===== src/rtl/instr_fetch.sv =====
// Instruction fetch stage: one outstanding memory request, a one-deep output
// register to decode, and redirect handling that drains stale responses.
module instr_fetch #(
    parameter logic [63:0] RESET_PC = 64'h0
) (
    input  logic        clk,
    input  logic        rst,
    output logic        imem_req,
    output logic [63:0] imem_addr,
    input  logic        imem_ack,
    input  logic [31:0] imem_rdata,
    input  logic        redirect_valid,
    input  logic [63:0] redirect_pc,
    input  logic        id_ready,
    output logic        if_valid,
    output logic [31:0] if_instruction,
    output logic [63:0] if_pc,
    output logic [31:0] fetch_count
);

    // state | meaning
    // REQ   | request outstanding at pc_q
    // HOLD  | instruction presented to decode, waiting for id_ready
    // DRAIN | stale request at drain_addr_q outstanding; its data is dropped
    typedef enum logic [1:0] {
        REQ   = 2'd0,
        HOLD  = 2'd1,
        DRAIN = 2'd2
    } state_e;

    state_e      state_q;
    logic [63:0] pc_q;
    logic [63:0] drain_addr_q;
    logic        if_valid_q;
    logic [31:0] if_instruction_q;
    logic [63:0] if_pc_q;
    logic [31:0] fetch_count_q;
    logic [63:0] redirect_tgt_d;

    assign redirect_tgt_d = redirect_pc & ~64'h3;

    always_ff @(posedge clk) begin
        if (rst) begin
            state_q          <= REQ;
            pc_q             <= RESET_PC;
            drain_addr_q     <= 64'h0;
            if_valid_q       <= 1'b0;
            if_instruction_q <= 32'h0;
            if_pc_q          <= 64'h0;
            fetch_count_q    <= 32'h0;
        end else begin
            case (state_q)
                REQ: begin
                    if (redirect_valid) begin
                        pc_q <= redirect_tgt_d;
                        if (!imem_ack) begin
                            // Memory still owes us the old word; keep its address on the bus.
                            drain_addr_q <= pc_q;
                            state_q      <= DRAIN;
                        end
                    end else if (imem_ack) begin
                        if_instruction_q <= imem_rdata;
                        if_pc_q          <= pc_q;
                        if_valid_q       <= 1'b1;
                        state_q          <= HOLD;
                    end
                end
                HOLD: begin
                    if (redirect_valid) begin
                        pc_q       <= redirect_tgt_d;
                        if_valid_q <= 1'b0;
                        state_q    <= REQ;
                    end else if (id_ready) begin
                        pc_q          <= pc_q + 64'd4;
                        if_valid_q    <= 1'b0;
                        fetch_count_q <= fetch_count_q + 32'd1;
                        state_q       <= REQ;
                    end
                end
                DRAIN: begin
                    if (redirect_valid) begin
                        pc_q <= redirect_tgt_d;
                    end
                    if (imem_ack) begin
                        state_q <= REQ;
                    end
                end
                default: state_q <= REQ;
            endcase
        end
    end

    assign imem_req       = !rst && (state_q != HOLD);
    assign imem_addr      = (state_q == DRAIN) ? drain_addr_q : pc_q;
    assign if_valid       = if_valid_q;
    assign if_instruction = if_instruction_q;
    assign if_pc          = if_pc_q;
    assign fetch_count    = fetch_count_q;

endmodule

===== config.mk =====
export PLATFORM = sky130hd
export DESIGN_NAME = instr_fetch
export DESIGN_NICKNAME = d
export VERILOG_FILES = /design/src/rtl/instr_fetch.sv
export SDC_FILE = /design/constraint.sdc
export NUM_CORES = 1
export LEC_CHECK = 0
export BUFFER_PORTS_ARGS = -buffer_cell sky130_fd_sc_hd__buf_2
export CAP_MARGIN = 0
export CORE_MARGIN = 2
export CORE_UTILIZATION = 40
export DETAILED_ROUTE_END_ITERATION = 10
export GPL_ROUTABILITY_DRIVEN = 0
export GPL_TIMING_DRIVEN = 1
export MAX_ROUTING_LAYER = met4
export PLACE_DENSITY = 0.66
export RECOVER_POWER = 100
export SLEW_MARGIN = 10
export SYNTH_ARGS = -nofsm -noshare
export SYNTH_HDL_FRONTEND = slang
export SYNTH_SLANG_ARGS = --single-unit

===== constraint.sdc =====
create_clock -name clk -period 3 [get_ports clk]
set_input_delay 0.6 -clock clk [delete_from_list [all_inputs] [get_ports clk]]
set_output_delay 0.6 -clock clk [all_outputs]
set_load 0.05 [all_outputs]

---- Word level (Yosys, flattened, before mapping) ----
Index checks and enable logic that the tools add are counted.
storage, ports and cells
  memories ................................ 0
  bits in read-only memories .............. 0
  logic and storage cells ................. 50
  bits in writable memories ............... 0
  flip-flop bits (word level) ............. 259
  bits in latches ......................... 0
  output and inout port bits .............. 194
cells by class
  order comparisons ....................... 0
  add/sub/neg operators ................... 2
  shifts and indexed selects .............. 0
  equal/unequal tests ..................... 10
  divide/modulo/power cells ............... 0
  multiplexer cells ....................... 17
  bitwise operators ....................... 2
  $mul .................................... 0
  reduce and logical (&&, ||, !) cells .... 12
operators by type and width
  cell                                            count
  two-way mux 64 bit                              4
  case mux 64 bit (2 select lines)                1
  adder 64 x 3 -> 64 bit (second input constant)  1
  adder 32 x 1 -> 32 bit (second input constant)  1
  two-way mux 2 bit                               6
  AND reduction 3 bit                             4
  != test 3 bit (second input constant)           3
  AND reduction 4 bit                             2
  != test 2 bit (second input constant)           3
  case mux 2 bit (3 select lines)                 1
  two-way mux 1 bit                               4
  != test 2 x 1 -> 1 bit (second input constant)  2
  nonzero test 2 bit                              2
  == test 2 x 1 -> 1 bit (second input constant)  1
  == test 2 bit (second input constant)           1
  zero test 2 bit                                 1
  NOT 1 bit                                       2
  case mux 1 bit (2 select lines)                 1
  OR reduction 2 bit                              1
  logical AND 1 bit                               1
  zero test 1 bit                                 1

---- Longest topological paths before layout ----
Gate-level depths: netlist (run 1).
  depth in word-level cells ............... 4
  gate-level depth with buffers ........... 9
  gate-level depth less buffers ........... 6

---- Worst setup path after synthesis (run 1) ----
No wires, ideal clock.
  kind .................................... input -> output
  from .................................... input rst
  to ...................................... output imem_req
  arrival time ............................ 1865 ps
  cell stages on the path ................. 4
  path slack .............................. 535 ps
  buffers on the path ..................... 3
  path through ............................ clkbuf_1 buf_1 buf_1 nor2_1
on the way
  word-level cells in the longest chain between the ends .. 2
RTL lines
  item                line  text
  start: declaration  7     input logic rst,
  zero test 1 bit     93    assign imem_req = !rst && (state_q != HOLD);
  logical AND 1 bit   93
  end: declaration    8     output logic imem_req,
Every way passes these cells.

---- Final worst setup path (run 1) ----
  from .................................... register state_q[0]
  to ...................................... output imem_addr[17]
on the way
  word-level cells in the longest chain between the ends .. 2
RTL lines
  item                      line  text
  start: declaration        31    state_e state_q;
  start signal: assignment  44    state_q <= REQ;
  start signal: assignment  59    state_q <= DRAIN;
  start signal: assignment  65    state_q <= HOLD;
  == test 2 bit             94    assign imem_addr = (state_q == DRAIN) ? drain_addr_q : pc_q;
  two-way mux 64 bit        94
  end: declaration          9     output logic [63:0] imem_addr,
Every way passes these cells.

==> key figures, run 1 <==
Pwr
  – Sw frac: 28.1%
  – Power per cell area: 572 nW/µm²
  – Max VDD drop: 436 µV
  – Psw: 2.40 mW
  – Sequential Power Share: 42.0%
  – Overall Power: 8.55 mW
  – LEAKAGE: 5.31 nW
  – Clk pwr share: 44.3%
  – Internal power: 6.14 mW
  – Comb power frac: 13.7%

Critical path
  – Critical path's top delay family: buffers and inverters
  – Reg-to-reg startpoint: state_q[1]
  – CP required: 2.40 ns
  – CP bufs+invs: 3
  – Startpoint types: flop
  – R2R cell count: 5
  – CP max stage delay: 0.46 ns
  – Crit. End Element: output pin
  – Slowest cell on crit path: dfxtp_2
  – Flop-to-flop setup slack: 0.26 ns
  – Crit Path Max Fanout: 32
  – Worst R2R End: pc_q[21]
  – Crit Path Category: reg2out
  – Critical Path, Cell by Cell: inv_1 > nand2_2 > buf_6 > mux2_2 > clkbuf_2
  – WP data arrival: 2.20 ns

STA
  – Max Slew Vio Count: 138
  – Final period utilization: 93.3%
  – RSZ-0062 raised after global routing: false
  – Fin crit period: 2.80 ns
  – Final Skew: 0.0138 ns
  – Tightest Pin Transition: 1.57 ns
  – Hold_ws: 0.287 ns
  – Final hold vios: 0
  – Final TNS setup: 0 ns
  – Fmax: 357 MHz
  – Max transition margin: -4.83%
  – # setup viols final: 0

Logic synthesis
  – Avg Cell Area, Syn: 7.70 µm²
  – Top cell type's share of synthesized area: 41.6%
  – Yosys reg bits: 253
  – Synth cell types: 62
  – Synth Instances: 1579
  – Mux cell area share after synthesis: 6.24%
  – Largest family of logic cells by synthesized area: simple AND/OR/NAND/NOR gates
  – Top cells by area, synth: dfxtp_1 42%, nand2_1 12%, a21oi_1 8.3%
  – Post-synthesis adder-cell area fraction: 0.206%
  – Yosys top cell by area: dfxtp_1
  – XOR/XNOR share of the synthesized area: 1.73%
  – Ys async rst share: 0%
  – Synth warn: 0
  – Synth Area in Simple Gates: 26.2%
  – Syn Std Cell Area: 12200 µm²
  – Sequential fraction of the synthesis area: 41.6%
  – Top FF cell, synth: dfxtp_1
  – EDFF count, synth: 0
  – Synth Area in Compound Gates: 18.1%

Die
  – Initial core utilization: 40.8%
  – I/O pins: 295
  – Core Footprint: 29800 µm²
  – DIE AREA: 31800 µm²
  – Die height: 178 µm
  – Row count: 63
  – Die width: 178 µm

CTS
  – CTS Buf Count: 29
  – Root buffer cell: clkbuf_16
  – Clk Latency, worst-skew pair: 0.55 ns
  – CTS tree: built
  – H-tree lvl count: 1
  – Cts hold-fix bufs: 0
  – Clock slew at reported path FFs: 0.06 ns
  – Post-CTS sizing: 1
  – Clock Sinks: 253
  – Post-CTS Setup Bufs: 0
  – CTS Buffer Depth: 3

Placed design
  – Dpl hpwl: 27.3 mm
  – Port Buf Inserts: 288
  – Placed cells: 2170

Min path
  – Hold Path Cell Cnt: 2
  – Min-delay src: imem_ack
  – Worst Hold Class: in2reg
  – End of the worst hold path: state_q[1]

Final layout
  – Fin nets: 1914
  – Finished Layout Cells: 2231
  – Most common cell after layout, fill and taps aside: nand2_1
  – Most frequent cells in the layout: 383 x nand2_1, 252 x dfxtp_1, 200 x a21oi_1, 135 x clkbuf_1, 101 x buf_2
  – Layout cells sized above 1: 19.3%
  – P&R area growth vs syn: 22.7%
  – Core Util, Final: 50.1%

Outcome
  – Status: finished, violations left
  – Failing checks: max-capacitance violations, max-slew violations

Drt
  – Vias post-DR: 12400
  – Drt pass-1 iters: 7
  – DRT antenna net count: 0
  – Routed wire length: 39.5 mm
  – Vias/cell: 5.56
  – DRC Markers: 0
  – WL/cell: 17.7 µm
  – DR iter-0 viols: 1183

Global route
  – Grt total ovfl: 0
  – Total track usage: 24.5%
  – Global-route wire length before repair: 61.2 mm
  – Initial antenna violation count: 8
  – Largest net degree at the start of global routing: 138
  – Vias in the first global route: 11400

Flow run
  – Max-cap check violation count: 1
## logic make-up after synthesis
logic type | count (synthesis)
xor gates and xnor gates | 24
and+or+nand+nor | 688
DFF | 253
buffers and inverters | 177
AOI/OAI and AO/OA | 366
muxes | 68
other | 1
adders and majority gates | 2
## power by group through the flow
| stage | logic (mW) | registers, mW | clock network [mW] |
|---|---|---|---|
| after floorplan | 0.722 | 3.75 | 0 |
| after global placement | 1.18 | 3.65 | 0 |
| after detailed placement | 1.19 | 3.66 | 0 |
| after CTS | 1.19 | 3.59 | 3.86 |
| after global routing | 1.25 | 3.60 | 3.98 |
| final | 1.17 | 3.59 | 3.79 |
## synth_stat cells (5+ instances only)
library cell and count:
and4_1 17, a21o_1 9, dfxtp_1 253, a32oi_1 19
a22oi_1 6, nand3_1 47, xnor2_1 20, nor3_1 28
and3_1 9, o21ai_0 37, a21oi_1 201, nand2_1 384
and2_1 11, nor4_1 30, o211ai_1 10, nor3b_1 5
nand4_1 39, a31oi_1 16, clkbuf_1 127, or3_1 17
inv_1 17, buf_2 13, mux2i_1 5, or4_1 14
buf_4 5, buf_1 13, a41oi_1 6, o22ai_1 12
a211oi_1 11, mux2_2 63, nand3b_1 5, nor2_1 63
## per-layer routing
| metal | vias up | part of all wire [%] | GRT usage (%) |
|---|---|---|---|
| li1 | 6039 | - | - |
| met1 | 5825 | 44 | 31.7 |
| met2 | 475 | 46 | 39.2 |
| met3 | 73 | 7.8 | 4.22 |
| met4 | 0 | 2.4 | 7.05 |
| met5 | - | 0 | - |
## metrics by stage
| step | setup WS [ns] | instance area [µm²] |
|---|---|---|
| 6_report | 0.200 | 14900 |
| 5_1_grt | 0.0846 | 14900 |
| 4_1_cts | 0.0630 | 15100 |
| 3_5_place_dp | 0.414 | 14100 |
| 3_3_place_gp | 0.434 | 14100 |
| 2_1_floorplan | 0.535 | 12200 |
## flip-flops by register name, indices dropped and copies added (netlist names)
| signal | cells |
|---|---|
| drain_addr_q | 62 |
| fetch_count | 32 |
| if_instruction | 32 |
| if_pc | 62 |
| if_valid | 1 |
| pc_q | 62 |
| state_q | 2 |
## final cells by class
cell class / instances / area [µm²]
Clock inverter: 11 / 171
Tap cell: 390 / 488
Clock buffer: 41 / 861
Fill cell: 2998 / 14900
Timing Repair Buffer: 358 / 1820
Multi-Input combinational cell: 1152 / 6430
Antenna cell: 9 / 22.5
Sequential cell: 253 / 5070
Inverter: 17 / 63.8
## worst reg2reg max path: cells and delay by family (launching register included)
family / cells / cell delay [ns]
compound gates: 1 / 0.17
buf+inv: 1 / 0.55
simple gates: 3 / 1.52
flops: 1 / 0.42
## how the worst max path moves through the flow
stage          startpoint            end  cells past startpoint  slack, ns
2_1_floorplan         rst       imem_req                      4       0.54
3_3_place_gp     pc_q[15]       pc_q[63]                      5       0.43
3_5_place_dp     pc_q[15]       pc_q[63]                      5       0.41
4_1_cts        state_q[0]  imem_addr[26]                      5       0.06
5_1_grt               rst        pc_q[5]                      4       0.08
6_report       state_q[0]  imem_addr[17]                      5       0.20
No activity file was read; power rests on OpenSTA's default activity.
==> inputs of run 2 (changes only) <==
--- a/config.mk
+++ b/config.mk
@@ -15,5 +15,5 @@
 export MAX_ROUTING_LAYER = met4
 export PLACE_DENSITY = 0.66
-export RECOVER_POWER = 100
+export RECOVER_POWER = 50
 export SLEW_MARGIN = 10
 export SYNTH_ARGS = -nofsm -noshare
==> constraint.sdc (replaced) <==
create_clock -name clk -period 3 [get_ports clk]
set_input_delay 0.6 -clock clk [delete_from_list [all_inputs] [get_ports clk]]
set_output_delay 0.6 -clock clk [all_outputs]
set_load 0.005 [all_outputs]
==> key figures, run 2 (synthesis results as in run 1) <==
CTS
  – Post-CTS Setup Bufs: 0 (unchanged)
  – Clk Latency, worst-skew pair: 0.55 ns (about the same)
  – Clock Sinks: 253 (unchanged)
  – Post-CTS sizing: 0 (-1)
  – CTS tree: built
  – H-tree lvl count: 1 (unchanged)
  – Clock slew at reported path FFs: 0.06 ns (about the same)
  – CTS Buffer Depth: 3 (unchanged)
  – Cts hold-fix bufs: 0 (unchanged)
  – Root buffer cell: clkbuf_16
  – CTS Buf Count: 29 (unchanged)

Drt
  – Vias/cell: 5.59 (+0.51%)
  – Routed wire length: 39.4 mm (-0.29%)
  – Vias post-DR: 12400 (+0.15%)
  – WL/cell: 17.7 µm (about the same)
  – DRT antenna net count: 0 (unchanged)
  – DRC Markers: 0 (unchanged)
  – DR iter-0 viols: 880 (-26%)
  – Drt pass-1 iters: 5 (-2)

Placed design
  – Port Buf Inserts: 288 (unchanged)
  – Dpl hpwl: 27.2 mm (-0.29%)
  – Post-placement setup slack: 0.287 ns (-0.127 ns)

STA
  – # setup viols final: 0 (unchanged)
  – Final Skew: 0.0204 ns (+0.00667 ns)
  – Final hold vios: 0 (unchanged)
  – Setup ws final: 0.231 ns (+0.0307 ns)
  – Final period utilization: 92.3% (-1.0 points)
  – Tightest Pin Transition: 1.61 ns (+0.0404 ns)
  – Max Slew Vio Count: 64 (-54%)
  – Fin crit period: 2.77 ns (-0.0307 ns)
  – Final TNS setup: 0 ns (unchanged)
  – Fmax: 361 MHz (+1.1%)
  – RSZ-0062 raised after global routing: false
  – Max transition margin: -7.52% (-2.7 points)

Final layout
  – P&R area growth vs syn: 22.4%
  – Most frequent cells in the layout: 383 x nand2_1, 252 x dfxtp_1, 200 x a21oi_1, 197 x buf_2, 97 x clkbuf_1
  – Fin nets: 1909 (-0.26%)
  – Most common cell after layout, fill and taps aside: nand2_1
  – Layout cells sized above 1: 21.2% (+1.8 points)
  – Fillcell total: 2922 (-2.5%)

Die
  – Initial core utilization: 40.8% (unchanged)
  – DIE AREA: 31800 µm² (unchanged)
  – Row count: 63 (unchanged)
  – Die height: 178 µm (unchanged)
  – Die width: 178 µm (unchanged)
  – I/O pins: 295 (unchanged)
  – Core Footprint: 29800 µm² (unchanged)

Critical path
  – Critical path's top delay family: buffers and inverters
  – Startpoint types: flop
  – Reg-to-reg startpoint: pc_q[3]
  – WP data arrival: 2.17 ns (-0.03 ns)
  – Flop-to-flop setup slack: 0.25 ns (about the same)
  – Crit Path Category: reg2out
  – CP required: 2.40 ns (about the same)
  – Worst R2R End: pc_q[36]
  – Crit Path Max Fanout: 30 (-6.3%)
  – Critical Path, Cell by Cell: inv_1 > nand2_2 > buf_4 > mux2_2 > buf_2
  – R2R cell count: 6 (+1)
  – CP max stage delay: 0.47 ns (about the same)
  – Crit. End Element: output pin
  – CP bufs+invs: 3 (unchanged)
  – Slowest cell on crit path: dfxtp_2

Min path
  – Hold Path Cell Cnt: 2 (unchanged)
  – Worst Hold Class: in2reg
  – Min-delay src: imem_ack
  – End of the worst hold path: state_q[1]

Global route
  – Largest net degree at the start of global routing: 96 (-30%)
  – Initial antenna violation count: 4 (-4)
  – Vias in the first global route: 11500 (+0.69%)
  – Total track usage: 24.3% (-0.12 points)
  – Global-route wire length before repair: 60.9 mm (-0.51%)
  – Grt total ovfl: 0 (unchanged)

Pwr
  – LEAKAGE: 5.48 nW (+3.2%)
  – Max VDD drop: 385 µV (-12%)
  – Power per cell area: 532 nW/µm² (-7.1%)

Outcome
  – Failing checks: max-capacitance violations, max-slew violations
  – Status: finished, violations left

Flow run
  – Max-cap check violation count: 2 (+1)
-- run 2: changes by cell type in the layout (fill, tap and decap cells not counted), moves of 2 or more --
| cell | delta |
|---|---|
| clkinv_4 | -2 |
| bufinv_16 | -2 |
| clkinv_2 | +8 |
| buf_4 | -2 |
| buf_12 | +2 |
| buf_1 | +2 |
| clkbuf_1 | -38 |
| clkbuf_8 | -2 |
| buf_2 | +96 |
| clkbuf_2 | -63 |
| diode_2 | -4 |
-- run 2: area by class of cell --
cell class	count	area, µm²	share of cell area, %
sequential	253	5070	34.0
multi-input combinational	1152	6440	43.3
timing repair buffer	353	1870	12.6
antenna	5	12.5	0.0840
clock buffer	39	823	5.53
tap	390	488	3.28
clock inverter	14	126	0.849
inverter	17	63.8	0.428
-- run 2: power breakdown --
| group | switching, mW | total (mW) | leakage (nW) | internal (mW) |
|---|---|---|---|---|
| combinational | 0.486 | 0.821 | 2.95 | 0.334 |
| clock | 1.42 | 3.50 | 0.477 | 2.09 |
| sequential | 0.116 | 3.59 | 2.06 | 3.48 |
-- run 2: worst max-delay path by stage --
stage / startpoint / endpoint / cells after the start
floorplan: pc_q[2] / pc_q[36] / 7
global placement: pc_q[3] / pc_q[46] / 6
detailed placement: pc_q[3] / pc_q[36] / 6
CTS: state_q[0] / imem_addr[20] / 5
global route: pc_q[3] / pc_q[36] / 6
finish: state_q[0] / imem_addr[28] / 5
-- run 2: worst register-to-register path, cell delays in order, from the launching register on --
cell      delay [ns]
dfxtp_1         0.43
ha_1            0.26
nand3_1         0.16
or4_1           0.57
or3_1           0.56
o41a_1          0.37
a221oi_1        0.29
-- run 2: metrics by stage --
step | power, mW | util, % | hold WS, ns | area [µm²] | std cells
detailed placement | 4.50 | 47.2 | 0.443 | 14100 | 2165
floorplan | 4.12 | - | 0.434 | 12200 | 1582
finish | 7.92 | 50.0 | 0.284 | 14900 | 2223
global route | 8.23 | 50.0 | 0.270 | 14900 | 2222
CTS | 8.01 | 50.4 | 0.254 | 15000 | 2218
global placement | 4.48 | 47.2 | 0.438 | 14100 | 2165
-- run 2: per-layer routing --
metal  track usage, %  vias up  wire length, µm
met2             39.0      499            18100
met1             31.6     5832            17200
met4             6.44        0              782
li1                 -     6027                -
met3             4.52       73             3270
met5                -        -                0
